$ cat src/rtl/ahb_apb_pkg.sv
// Shared encodings for the AHB-Lite to APB bridge: AHB transfer types, response,
// transfer sizes and the bridge FSM state.
package ahb_apb_pkg;

    localparam logic [1:0] HTRANS_IDLE   = 2'b00;
    localparam logic [1:0] HTRANS_BUSY   = 2'b01;
    localparam logic [1:0] HTRANS_NONSEQ = 2'b10;
    localparam logic [1:0] HTRANS_SEQ    = 2'b11;

    localparam logic HRESP_OKAY = 1'b0;

    localparam logic [2:0] SIZE_BYTE = 3'b000;
    localparam logic [2:0] SIZE_HALF = 3'b001;
    localparam logic [2:0] SIZE_WORD = 3'b010;

    typedef enum logic [1:0] {
        IDLE   = 2'd0,
        WCAP   = 2'd1,
        SETUP  = 2'd2,
        ACCESS = 2'd3
    } state_e;

endpackage

$ cat src/rtl/apb_strb_gen.sv
// Byte-lane strobe decode from AHB transfer size and the low address bits.
// Sizes larger than a word are treated as a full word.
module apb_strb_gen
    import ahb_apb_pkg::*;
(
    input  logic [2:0] i_hsize,
    input  logic [1:0] i_addr_lo,
    output logic [3:0] o_strb
);

    always_comb begin
        case (i_hsize)
            SIZE_BYTE: o_strb = 4'b0001 << i_addr_lo;
            SIZE_HALF: o_strb = i_addr_lo[1] ? 4'b1100 : 4'b0011;
            default:   o_strb = 4'b1111;
        endcase
    end

endmodule

$ cat src/rtl/ahb_apb_bridge.sv
// AHB-Lite slave to APB master bridge, one outstanding transfer, all outputs registered.
// Define AHB_APB_PSTRB_EN to add the pstrb output driven by apb_strb_gen.
module ahb_apb_bridge
    import ahb_apb_pkg::*;
#(
    parameter int addrWidth = 32,
    parameter int dataWidth = 32
) (
    input  logic                 pclk,
    input  logic                 rst_n,
    input  logic                 hsel,
    input  logic [addrWidth-1:0] haddr,
    input  logic [1:0]           htrans,
    input  logic                 hwrite,
    input  logic [2:0]           hsize,
    input  logic [dataWidth-1:0] hwdata,
    input  logic                 hready_in,
    output logic                 hreadyout,
    output logic                 hresp,
    output logic [dataWidth-1:0] hrdata,
    output logic [addrWidth-1:0] paddr,
    output logic                 pwrite,
    output logic                 psel,
    output logic                 penable,
    output logic [dataWidth-1:0] pwdata,
    input  logic [dataWidth-1:0] prdata,
    input  logic                 pready
`ifdef AHB_APB_PSTRB_EN
    ,
    output logic [3:0]           pstrb
`endif
);

    state_e               r_state;
    state_e               w_state_nxt;
    logic                 r_hreadyout, w_hreadyout_nxt;
    logic [dataWidth-1:0] r_hrdata,    w_hrdata_nxt;
    logic [addrWidth-1:0] r_paddr,     w_paddr_nxt;
    logic                 r_pwrite,    w_pwrite_nxt;
    logic                 r_psel,      w_psel_nxt;
    logic                 r_penable,   w_penable_nxt;
    logic [dataWidth-1:0] r_pwdata,    w_pwdata_nxt;
    logic [2:0]           r_hsize,     w_hsize_nxt;
    logic                 w_accept;
    logic                 w_unused;

    // Only NONSEQ/SEQ start a transfer; BUSY and IDLE are transparent.
    assign w_accept = hsel && hready_in && htrans[1];

    // The latched size is informational only; fold it into a sink.
    assign w_unused = ^{htrans[0], r_hsize};

`ifdef AHB_APB_PSTRB_EN
    logic [3:0] r_pstrb, w_pstrb_nxt;
    logic [3:0] w_strb;

    apb_strb_gen u_strb_gen (
        .i_hsize   (hsize),
        .i_addr_lo (haddr[1:0]),
        .o_strb    (w_strb)
    );

    always_comb begin
        w_pstrb_nxt = r_pstrb;
        if (r_state == IDLE && w_accept) begin
            w_pstrb_nxt = hwrite ? w_strb : 4'b0000;
        end
    end

    always_ff @(posedge pclk or negedge rst_n) begin
        if (!rst_n) begin
            r_pstrb <= 4'b0000;
        end else begin
            r_pstrb <= w_pstrb_nxt;
        end
    end

    assign pstrb = r_pstrb;
`endif

    always_ff @(posedge pclk or negedge rst_n) begin
        if (!rst_n) begin
            r_state <= IDLE;
        end else begin
            r_state <= w_state_nxt;
        end
    end

    always_comb begin
        w_state_nxt = r_state;
        case (r_state)
            IDLE:    if (w_accept) w_state_nxt = hwrite ? WCAP : SETUP;
            WCAP:    w_state_nxt = SETUP;
            SETUP:   w_state_nxt = ACCESS;
            ACCESS:  if (pready) w_state_nxt = IDLE;
            default: w_state_nxt = IDLE;
        endcase
    end

    always_comb begin
        w_hreadyout_nxt = r_hreadyout;
        w_hrdata_nxt    = r_hrdata;
        w_paddr_nxt     = r_paddr;
        w_pwrite_nxt    = r_pwrite;
        w_psel_nxt      = r_psel;
        w_penable_nxt   = r_penable;
        w_pwdata_nxt    = r_pwdata;
        w_hsize_nxt     = r_hsize;
        case (r_state)
            IDLE: begin
                if (w_accept) begin
                    w_paddr_nxt     = haddr;
                    w_pwrite_nxt    = hwrite;
                    w_hsize_nxt     = hsize;
                    w_hreadyout_nxt = 1'b0;
                    // Writes wait one cycle in WCAP for hwdata before selecting.
                    w_psel_nxt      = !hwrite;
                end
            end
            WCAP: begin
                w_pwdata_nxt = hwdata;
                w_psel_nxt   = 1'b1;
            end
            SETUP: begin
                w_penable_nxt = 1'b1;
            end
            ACCESS: begin
                if (pready) begin
                    w_psel_nxt      = 1'b0;
                    w_penable_nxt   = 1'b0;
                    w_hreadyout_nxt = 1'b1;
                    if (!r_pwrite) w_hrdata_nxt = prdata;
                end
            end
            default: ;
        endcase
    end

    always_ff @(posedge pclk or negedge rst_n) begin
        if (!rst_n) begin
            r_hreadyout <= 1'b1;
            r_hrdata    <= '0;
            r_paddr     <= '0;
            r_pwrite    <= 1'b0;
            r_psel      <= 1'b0;
            r_penable   <= 1'b0;
            r_pwdata    <= '0;
            r_hsize     <= 3'b000;
        end else begin
            r_hreadyout <= w_hreadyout_nxt;
            r_hrdata    <= w_hrdata_nxt;
            r_paddr     <= w_paddr_nxt;
            r_pwrite    <= w_pwrite_nxt;
            r_psel      <= w_psel_nxt;
            r_penable   <= w_penable_nxt;
            r_pwdata    <= w_pwdata_nxt;
            r_hsize     <= w_hsize_nxt;
        end
    end

    assign hreadyout = r_hreadyout;
    assign hresp     = HRESP_OKAY;
    assign hrdata    = r_hrdata;
    assign paddr     = r_paddr;
    assign pwrite    = r_pwrite;
    assign psel      = r_psel;
    assign penable   = r_penable;
    assign pwdata    = r_pwdata;

endmodule

$ cat config.mk
export PLATFORM = sky130hd
export DESIGN_NAME = ahb_apb_bridge
export DESIGN_NICKNAME = d
export VERILOG_FILES = /design/src/rtl/ahb_apb_pkg.sv /design/src/rtl/apb_strb_gen.sv /design/src/rtl/ahb_apb_bridge.sv
export SDC_FILE = /design/constraint.sdc
export NUM_CORES = 1
export LEC_CHECK = 0
export BUFFER_PORTS_ARGS = -buffer_cell sky130_fd_sc_hd__clkbuf_2
export CAP_MARGIN = 20
export CELL_PAD_IN_SITES_DETAIL_PLACEMENT = 1
export CELL_PAD_IN_SITES_GLOBAL_PLACEMENT = 1
export CORE_MARGIN = 8
export CORE_UTILIZATION = 35
export DETAILED_ROUTE_END_ITERATION = 16
export PLACE_DENSITY = 0.85
export SLEW_MARGIN = 15
export SYNTH_ARGS = -nofsm -noshare
export SYNTH_HDL_FRONTEND = slang
export SYNTH_SLANG_ARGS = --single-unit
$ cat constraint.sdc
create_clock -name pclk -period 1.9 [get_ports pclk]
set_clock_uncertainty 0.2 [all_clocks]
set_input_delay 0.095 -clock pclk [delete_from_list [all_inputs] [get_ports pclk]]
set_output_delay 0.095 -clock pclk [all_outputs]
set_load 0.01 [all_outputs]
==> results of run 1 <==
## worst paths after layout
kind / startpoint / endpoint / slack, ps / cells past startpoint
setup / recovery: r_state[0] / paddr[4] / 100 / 5
hold / removal: rst_n / hrdata[16] / 140 / 3
setup reg to reg: r_state[0] / paddr[4] / 100 / 5
hold reg to reg: penable / penable / 290 / 2
max in group asynchronous: rst_n / hrdata[27] / 360 / 3
min in group pclk: penable / penable / 290 / 2
## layout make-up
type	count	area [sq um]	share of cell area (%)
sequential	102	2550	38.3
clock buffer	10	239	3.58
clock inverter	6	70.1	1.05
tap	143	179	2.68
antenna	1	2.50	0.0375
timing repair buffer	314	2160	32.4
inverter	3	11.3	0.169
multi-input combinational	126	1450	21.8
## timing repair
| item | 4_1_cts | 5_1_grt |
|---|---|---|
| endpoints found under the setup margin | 1 | 33 |
| resized for setup | 1 | 2 |
| hold endpoints to repair | 202 | 0 |
| hold buffers | 103 | 0 |
| buffers inserted | 0 | 0 |
## registers in the layout (all words and copies together) (netlist names)
register and count:
hreadyout 1, paddr 32, penable 1, pwdata 32, pwrite 1, psel 1
hrdata 32, r_state 2
## worst max-delay path, cell delays in order, from the launching register on
cell,delay (ps)
dfrtp_2,440
inv_1,140
ha_2,240
nand4_4,130
buf_12,220
mux2_4,310
## through the flow
step	instances	utilization [%]	cell area [sq um]	hold slack (ps)	setup WS, ps
6_report	705	58.4	6670	136	97.1
5_1_grt	705	58.4	6670	151	14.1
4_1_cts	704	58.4	6660	106	29.8
3_5_place_dp	585	46.6	5320	-233	-24.3
3_3_place_gp	585	46.6	5320	-236	90.8
2_1_floorplan	242	-	4080	-401	118
## cells in the mapped netlist
master / instances
dfrtp_1: 101
mux2_2: 68
mux2_4: 28
buf_2: 6
ha_1: 6
mux2i_1: 5
buf_6: 3
inv_1: 3
a22o_1: 2
nand2_1: 2
nor2b_1: 2
o21ai_0: 2
a211o_1: 1
a211oi_1: 1
a21o_1: 1
a21oi_1: 1
buf_4: 1
clkbuf_1: 1
conb_1: 1
dfstp_2: 1
nand2b_1: 1
nand3_1: 1
nand3b_1: 1
nand4_4: 1
nor3_1: 1
o21a_1: 1
## routing by layer
| metal | vias up | global-route usage, % |
|---|---|---|
| met2 | 131 | 35.0 |
| met3 | 20 | 4.67 |
| li1 | 1481 | - |
| met1 | 1564 | 19.1 |
| met5 | - | 0 |
| met4 | 0 | 6.32 |
## cells in the final DEF, fill, tap and decap left out, drive strengths merged
cell / count
bufinv: 1
dlygate4sd3: 103
nand2b: 1
buf: 10
clkinv: 1
nand3: 1
a21o: 1
conb: 1
ha: 6
a21oi: 1
nor2b: 2
dfstp: 1
dfrtp: 101
clkinvlp: 3
nand4: 1
a22o: 2
nand3b: 1
mux2: 96
a211oi: 1
o21ai: 2
a211o: 1
mux2i: 5
diode: 1
clkbuf: 211
o21a: 1
inv: 4
nand2: 2
nor3: 1
## report_power, final
group          leakage [nW]  internal (mW)  switching, mW
sequential             1.22           3.29          0.686
combinational          2.02           2.34           2.00
clock                 0.141           1.06          0.823
## cells by family after synthesis
family                   count (synthesis)  synth area share, %
other                                    1               0.0918
multiplexers                           101                 30.3
AO/OA/AOI/OAI                            9                 1.56
flip-flops                             102                 62.5
AND/OR/NAND/NOR                          9                 1.59
buffers and inverters                   14                 2.11
adder cells (fa/ha/maj)                  6                 1.84
==> results.cfg, run 1 <==
[outcome]
run_status = finished, final reports clean

[routing]
avgRoutedWirePerCell_microns = 19.9
wl_met3_microns = 1020
top_layer_used = met4
viasPerCell = 4.53
drt_iter0_markers = 119
wl_met1_microns = 5070
met2_length_microns = 7630
routed_wl_microns = 14000
num_vias = 3196
antenna_left = 0
drc = 0
firstDrtPassIters = 4

[synthesis]
yosysWarnings = 0
synth.avg_cell_area_sq_um = 16.9
synth_seq_cells = 102
synth_area_sq_um = 4080
netlist_instances = 242
ys_types = 26
postSynthNetCount = 355
ys_seq_area_share_pct = 62.5
synth_area_leaders = dfrtp_1 62%, mux2_2 19%, mux2_4 10%
yosys.area.top_type = dfrtp_1
synth_top_area_share_pct = 61.9

[floorplan]
die_w_microns = 124
die-area_sq_um = 15400
dieHeight_microns = 124
start_util_pct = 35.8
num_rows = 39
io_pins = 208
core_sq_um = 11400

[placement]
gp_congestion = 0.785
portBuffers = 202
dp_hpwl_microns = 8950

[finish]
syn_to_final_growth_pct = 63.3
layout-drive-gt1-share_pct = 58.5
fin_nets = 669
nFillCells = 1145

[clock_tree]
cts_buffers = 9
path_clk_slew_ps = 70
cts.sinks = 102
clk_latency_ps = 330
clock-root-buffer = clkbuf_16
clk_path_buf_depth = 2
cts_tree = yes
h-tree-depth = 3

[power]
leakage_nw = 3.38
p_per_area_nw_per_um2 = 1530
total_power_mw = 10.2
vdd_drop_max_v = 0.000622

[global_route]
grt_pass1_wl_microns = 21500
track_usage_pct = 18.4
grt_max_degree = 51
overflow = 0
antenna_found_initial = 1
grt_pass1_vias = 3862

[sta]
finalSetupViolCount = 0
min_period_ps = 1800
max_freq_ghz = 0.555
finalHoldViolCount = 0
relSlewSlack_pct = 58.3
slew_violations = 0
period_share_pct = 94.9
rsz0062_at_grt = false
tns_ps = 0
tightest_slew_ps = 623

[hold_path]
hold_class = in -> async

[critical_path]
path_max_fanout = 25
end_kind = register
cp.arrival_ps = 1820
start_kind = register
worstPathRequired_ps = 1920
critPathKind = reg -> reg

[job]
max_cap_violations = 0
(Power assumes the default switching activity.)
==> run 2: changes to the inputs <==
- MAX_ROUTING_LAYER: not set -> met4
==> run 2 against run 1 <==
Critical endpoint unchanged. Sequential share of layout area did not move. Cell count did not move. Critical path depth did not move. Utilization did not move. Setup slack improved by 2.2 ps.
==> results.cfg, run 2 (synthesized netlist as in run 1, its figures left out) <==
[outcome]
run_status = finished, final reports clean

[critical_path]
cp.arrival_ps = 1820
end_kind = register
path_buf_inv = 2
critPathSlowestCell = dfrtp_2
worstPathRequired_ps = 1920
max_stage_delay_ps = 440
critPathKind = reg -> reg
path_max_fanout = 25
cp_top_family = flip-flops
worstPathCellList = inv_1, ha_2, nand4_4, buf_12, mux2_4
start_kind = register

[routing]
viasPerCell = 4.53
drt_iter0_markers = 111
avgRoutedWirePerCell_microns = 19.9
antenna_left = 0
num_vias = 3196
routed_wl_microns = 14000
firstDrtPassIters = 4
drc = 0

[global_route]
grt_pass1_vias = 3859
grt_max_degree = 51
overflow = 0
met1_usage_pct = 19.3
grt_pass1_wl_microns = 21400
track_usage_pct = 18.9
busiest_layer = met2
met3_usage_pct = 4.40
use_met2_pct = 34.8
antenna_found_initial = 1

[power]
leakage_nw = 3.38
power_frac_comb_pct = 42.6
p_int_mw = 6.70
pwr-share-seq_pct = 39.0
vdd_drop_max_v = 0.000623
switching_share_pct = 34.3
total_power_mw = 10.2
power_switching_mw = 3.50
clock_power_share_pct = 18.5
p_per_area_nw_per_um2 = 1530

[clock_tree]
h-tree-depth = 3
cts.sinks = 102
cts_tree = yes
cts_buffers = 9
postCtsSetupRepairBufs = 0
clk_latency_ps = 330
path_clk_slew_ps = 70
clock-root-buffer = clkbuf_16
clk_path_buf_depth = 2

[sta]
period_share_pct = 94.8
finalHoldViolCount = 0
finalSetupViolCount = 0
rsz0062_at_grt = false
tightest_slew_ps = 623
relSlewSlack_pct = 58.4
min_period_ps = 1800
max_freq_ghz = 0.555
slew_violations = 0
holdWs_ps = 142

[floorplan]
num_rows = 39
die_w_microns = 124
io_pins = 208
core_sq_um = 11400
die-area_sq_um = 15400
dieHeight_microns = 124
start_util_pct = 35.8

[placement]
placed_cells = 585
gp_congestion = 0.796
dp_hpwl_microns = 8950
portBuffers = 202

[job]
max_cap_violations = 0

[finish]
final_cells = 705
layout-drive-gt1-share_pct = 58.5
fin_util_pct = 58.4
fin_nets = 669
final_cell_mix = 201 x clkbuf_2, 103 x dlygate4sd3_1, 100 x dfrtp_1, 68 x mux2_2, 28 x mux2_4
nFillCells = 1145
final_common_cell = clkbuf_2
syn_to_final_growth_pct = 63.3

[hold_path]
hold_class = in -> async
run 2: cell counts in the layout (fill, tap and decap cells not counted):
No cell type changed its count.
run 2: repair_timing:
| item | 4_1_cts | 5_1_grt |
|---|---|---|
| gates cloned | 0 | 0 |
| resized for setup | 1 | 2 |
| pin swaps | 0 | 0 |
| hold buffers | 103 | 0 |
| endpoints found under the hold margin | 202 | 0 |
| setup endpoints to repair | 1 | 33 |
run 2: layout make-up:
| cell class | count | area, sq um | share of cell area [%] |
|---|---|---|---|
| Inverter | 3 | 11.3 | 0.169 |
| Clock inverter | 6 | 70.1 | 1.05 |
| Multi-Input combinational cell | 126 | 1450 | 21.8 |
| Sequential cell | 102 | 2550 | 38.3 |
| Antenna cell | 1 | 2.50 | 0.0375 |
| Tap cell | 143 | 179 | 2.68 |
| Clock buffer | 10 | 239 | 3.58 |
| Timing Repair Buffer | 314 | 2160 | 32.4 |
run 2: power by group through the flow:
| stage | registers [mW] | clock network (mW) | logic, mW |
|---|---|---|---|
| 4_1_cts | 3.95 | 1.94 | 4.37 |
| 2_1_floorplan | 4.37 | 0 | 1.82 |
| 5_1_grt | 4.12 | 2.02 | 4.68 |
| 6_report | 3.97 | 1.89 | 4.34 |
| 3_5_place_dp | 3.97 | 0 | 4.17 |
| 3_3_place_gp | 3.87 | 0 | 3.97 |
run 2: final timing paths:
kind | start | to | slack [ps] | depth (start not counted)
worst max-delay path | r_state[0] | paddr[4] | 100 | 5
max in group asynchronous | rst_n | hrdata[27] | 360 | 3
worst max register to register | r_state[0] | paddr[4] | 100 | 5
worst min register to register | penable | penable | 290 | 2
worst min-delay path | rst_n | hrdata[16] | 140 | 3
min in group pclk | penable | penable | 290 | 2
run 2: layer usage:
| layer | share of wire [%] | up-vias |
|---|---|---|
| li1 | - | 1479 |
| met1 | 37 | 1566 |
| met2 | 54 | 131 |
| met3 | 7.1 | 20 |
| met4 | 1.8 | 0 |
| met5 | 0 | - |
run 2: worst reg2reg max path, cell delays in order, from the launching register on:
cell and delay, ps:
dfrtp_2 440, inv_1 140, ha_2 240, nand4_4 130
buf_12 220, mux2_4 310
run 2: metrics by stage:
| step | area, sq um | setup WS (ps) | setup TNS, ps |
|---|---|---|---|
| 2_1_floorplan | 4080 | 118 | 0 |
| 3_3_place_gp | 5320 | 90.8 | 0 |
| 3_5_place_dp | 5320 | -24.3 | -24.3 |
| 4_1_cts | 6660 | 29.8 | 0 |
| 5_1_grt | 6670 | 14.1 | 0 |
| 6_report | 6670 | 99.3 | 0 |
==> run 3: changes to the inputs <==
- CORE_UTILIZATION: 35 -> 38
- GPL_TIMING_DRIVEN: not set -> 0
- HOLD_SLACK_MARGIN: not set -> 0.12
- PLACE_DENSITY: 0.85 -> 0.9
- clock period: 1.9 -> 2.15 ns (I/O delays scaled with it)
==> run 3 against run 2 <==
Fmax shrank 12%. Setup slack improved by 9.1 ps. Design area down 2.5%. Total power is 17% lower. Cell count decreased by 0.14%. Clock-buffer cell count stayed put.
==> results.cfg, run 3 (synthesized netlist as in run 1, its figures left out) <==
[outcome]
run_status = finished, final reports clean

[clock_tree]
clk_latency_ps = 350
clock-root-buffer = clkbuf_8
cts.sinks = 102
path_clk_slew_ps = 90
cts_tree = yes
clk_path_buf_depth = 2
postCtsSetupRepairBufs = 0
cts_buffers = 9
cts_resized = 0
h-tree-depth = 3

[floorplan]
num_rows = 38
core_sq_um = 10700
start_util_pct = 38.3
dieHeight_microns = 120
io_pins = 208
die-area_sq_um = 14300
die_w_microns = 120

[global_route]
grt_max_degree = 103
grt_pass1_vias = 3968
antenna_found_initial = 1
track_usage_pct = 21.2
overflow = 0
grt_pass1_wl_microns = 23000

[critical_path]
critPathKind = reg -> reg
end_kind = register
path_max_fanout = 10
timing.rr.start = r_state[0]
reg2reg_depth = 5
r2r_end = paddr[7]
start_kind = register
worstPathRequired_ps = 2180
regToRegSetupSlack_ps = 110
cp.arrival_ps = 2070

[sta]
max_freq_ghz = 0.490
tns_ps = 0
holdWs_ps = 182
relSlewSlack_pct = 45.6
period_share_pct = 95.0
min_period_ps = 2040
tightest_slew_ps = 816
rsz0062_at_grt = true
slew_violations = 0
setup_ws_ps = 108
finalSetupViolCount = 0
finalHoldViolCount = 0

[power]
p_per_area_nw_per_um2 = 1310
leakage_nw = 3.33
vdd_drop_max_v = 0.000646
total_power_mw = 8.50

[routing]
routed_wl_microns = 14500
avgRoutedWirePerCell_microns = 20.7
drt_iter0_markers = 118
drc = 0
antenna_left = 0
firstDrtPassIters = 4
num_vias = 3249
viasPerCell = 4.62

[finish]
multi_input_area_sq_um = 1440
final_common_cell = clkbuf_2
layout-drive-gt1-share_pct = 57.8
fin_util_pct = 61.1
nFillCells = 1102
fin_nets = 671
final_cell_mix = 201 x clkbuf_2, 103 x dlygate4sd3_1, 101 x dfrtp_1, 68 x mux2_2, 28 x mux2_4
final_cells = 704
fin_area_sq_um = 6500
seqCellArea_sq_um = 2550
syn_to_final_growth_pct = 59.2

[placement]
gp_congestion = 0.721
portBuffers = 202
dp_hpwl_microns = 8860
placed_cells = 584
placed_area_sq_um = 5280
dp_slack_ps = 115

[job]
max_cap_violations = 0

[hold_path]
hold_class = in -> async
run 3: final cells by class:
class,count,area share [%]
Antenna cell,2,0.0770
Buffer,11,1.15
Clock buffer,10,2.12
Clock inverter,5,0.770
Inverter,3,0.173
Multi-Input combinational cell,126,22.2
Sequential cell,102,39.3
Tap cell,140,2.69
Timing Repair Buffer,305,31.5
run 3: timing repair:
item,in CTS,in global routing
hold buffers,103,0
endpoints found under the setup margin,0,3
hold endpoints to repair,204,0
run 3: routing by layer:
metal / vias to the layer above / part of all wire [%] / global-route usage [%]
met5: - / 0 / -
met3: 25 / 4.0 / 3.85
li1: 1477 / - / -
met1: 1623 / 38 / 21.6
met2: 124 / 56 / 39.5
met4: 0 / 2.4 / 7.73
run 3: how the worst max path moves through the flow:
| stage | depth (start not counted) | startpoint | slack, ps | end |
|---|---|---|---|---|
| 2_1_floorplan | 5 | r_state[0] | 370 | paddr[10] |
| 3_3_place_gp | 1 | rst_n | -510 | hrdata[17] |
| 3_5_place_dp | 5 | r_state[0] | 110 | paddr[7] |
| 4_1_cts | 5 | r_state[0] | 90 | paddr[7] |
| 5_1_grt | 5 | r_state[1] | -5 | pwdata[17] |
| 6_report | 5 | r_state[0] | 110 | paddr[7] |
run 3: report_power, final:
group | switching [mW] | total [mW] | leakage, nW | internal (mW)
Sequential | 0.635 | 3.54 | 1.22 | 2.90
Combinational | 1.77 | 3.78 | 2.01 | 2.01
Clock | 0.630 | 1.19 | 0.102 | 0.557
Total | 3.04 | 8.50 | 3.33 | 5.47
run 3: critical path, stage by stage (launching register included):
cell and delay [ps]:
dfrtp_1 450, inv_1 160, ha_1 320, nand4_4 240
buf_6 240, mux2_4 310
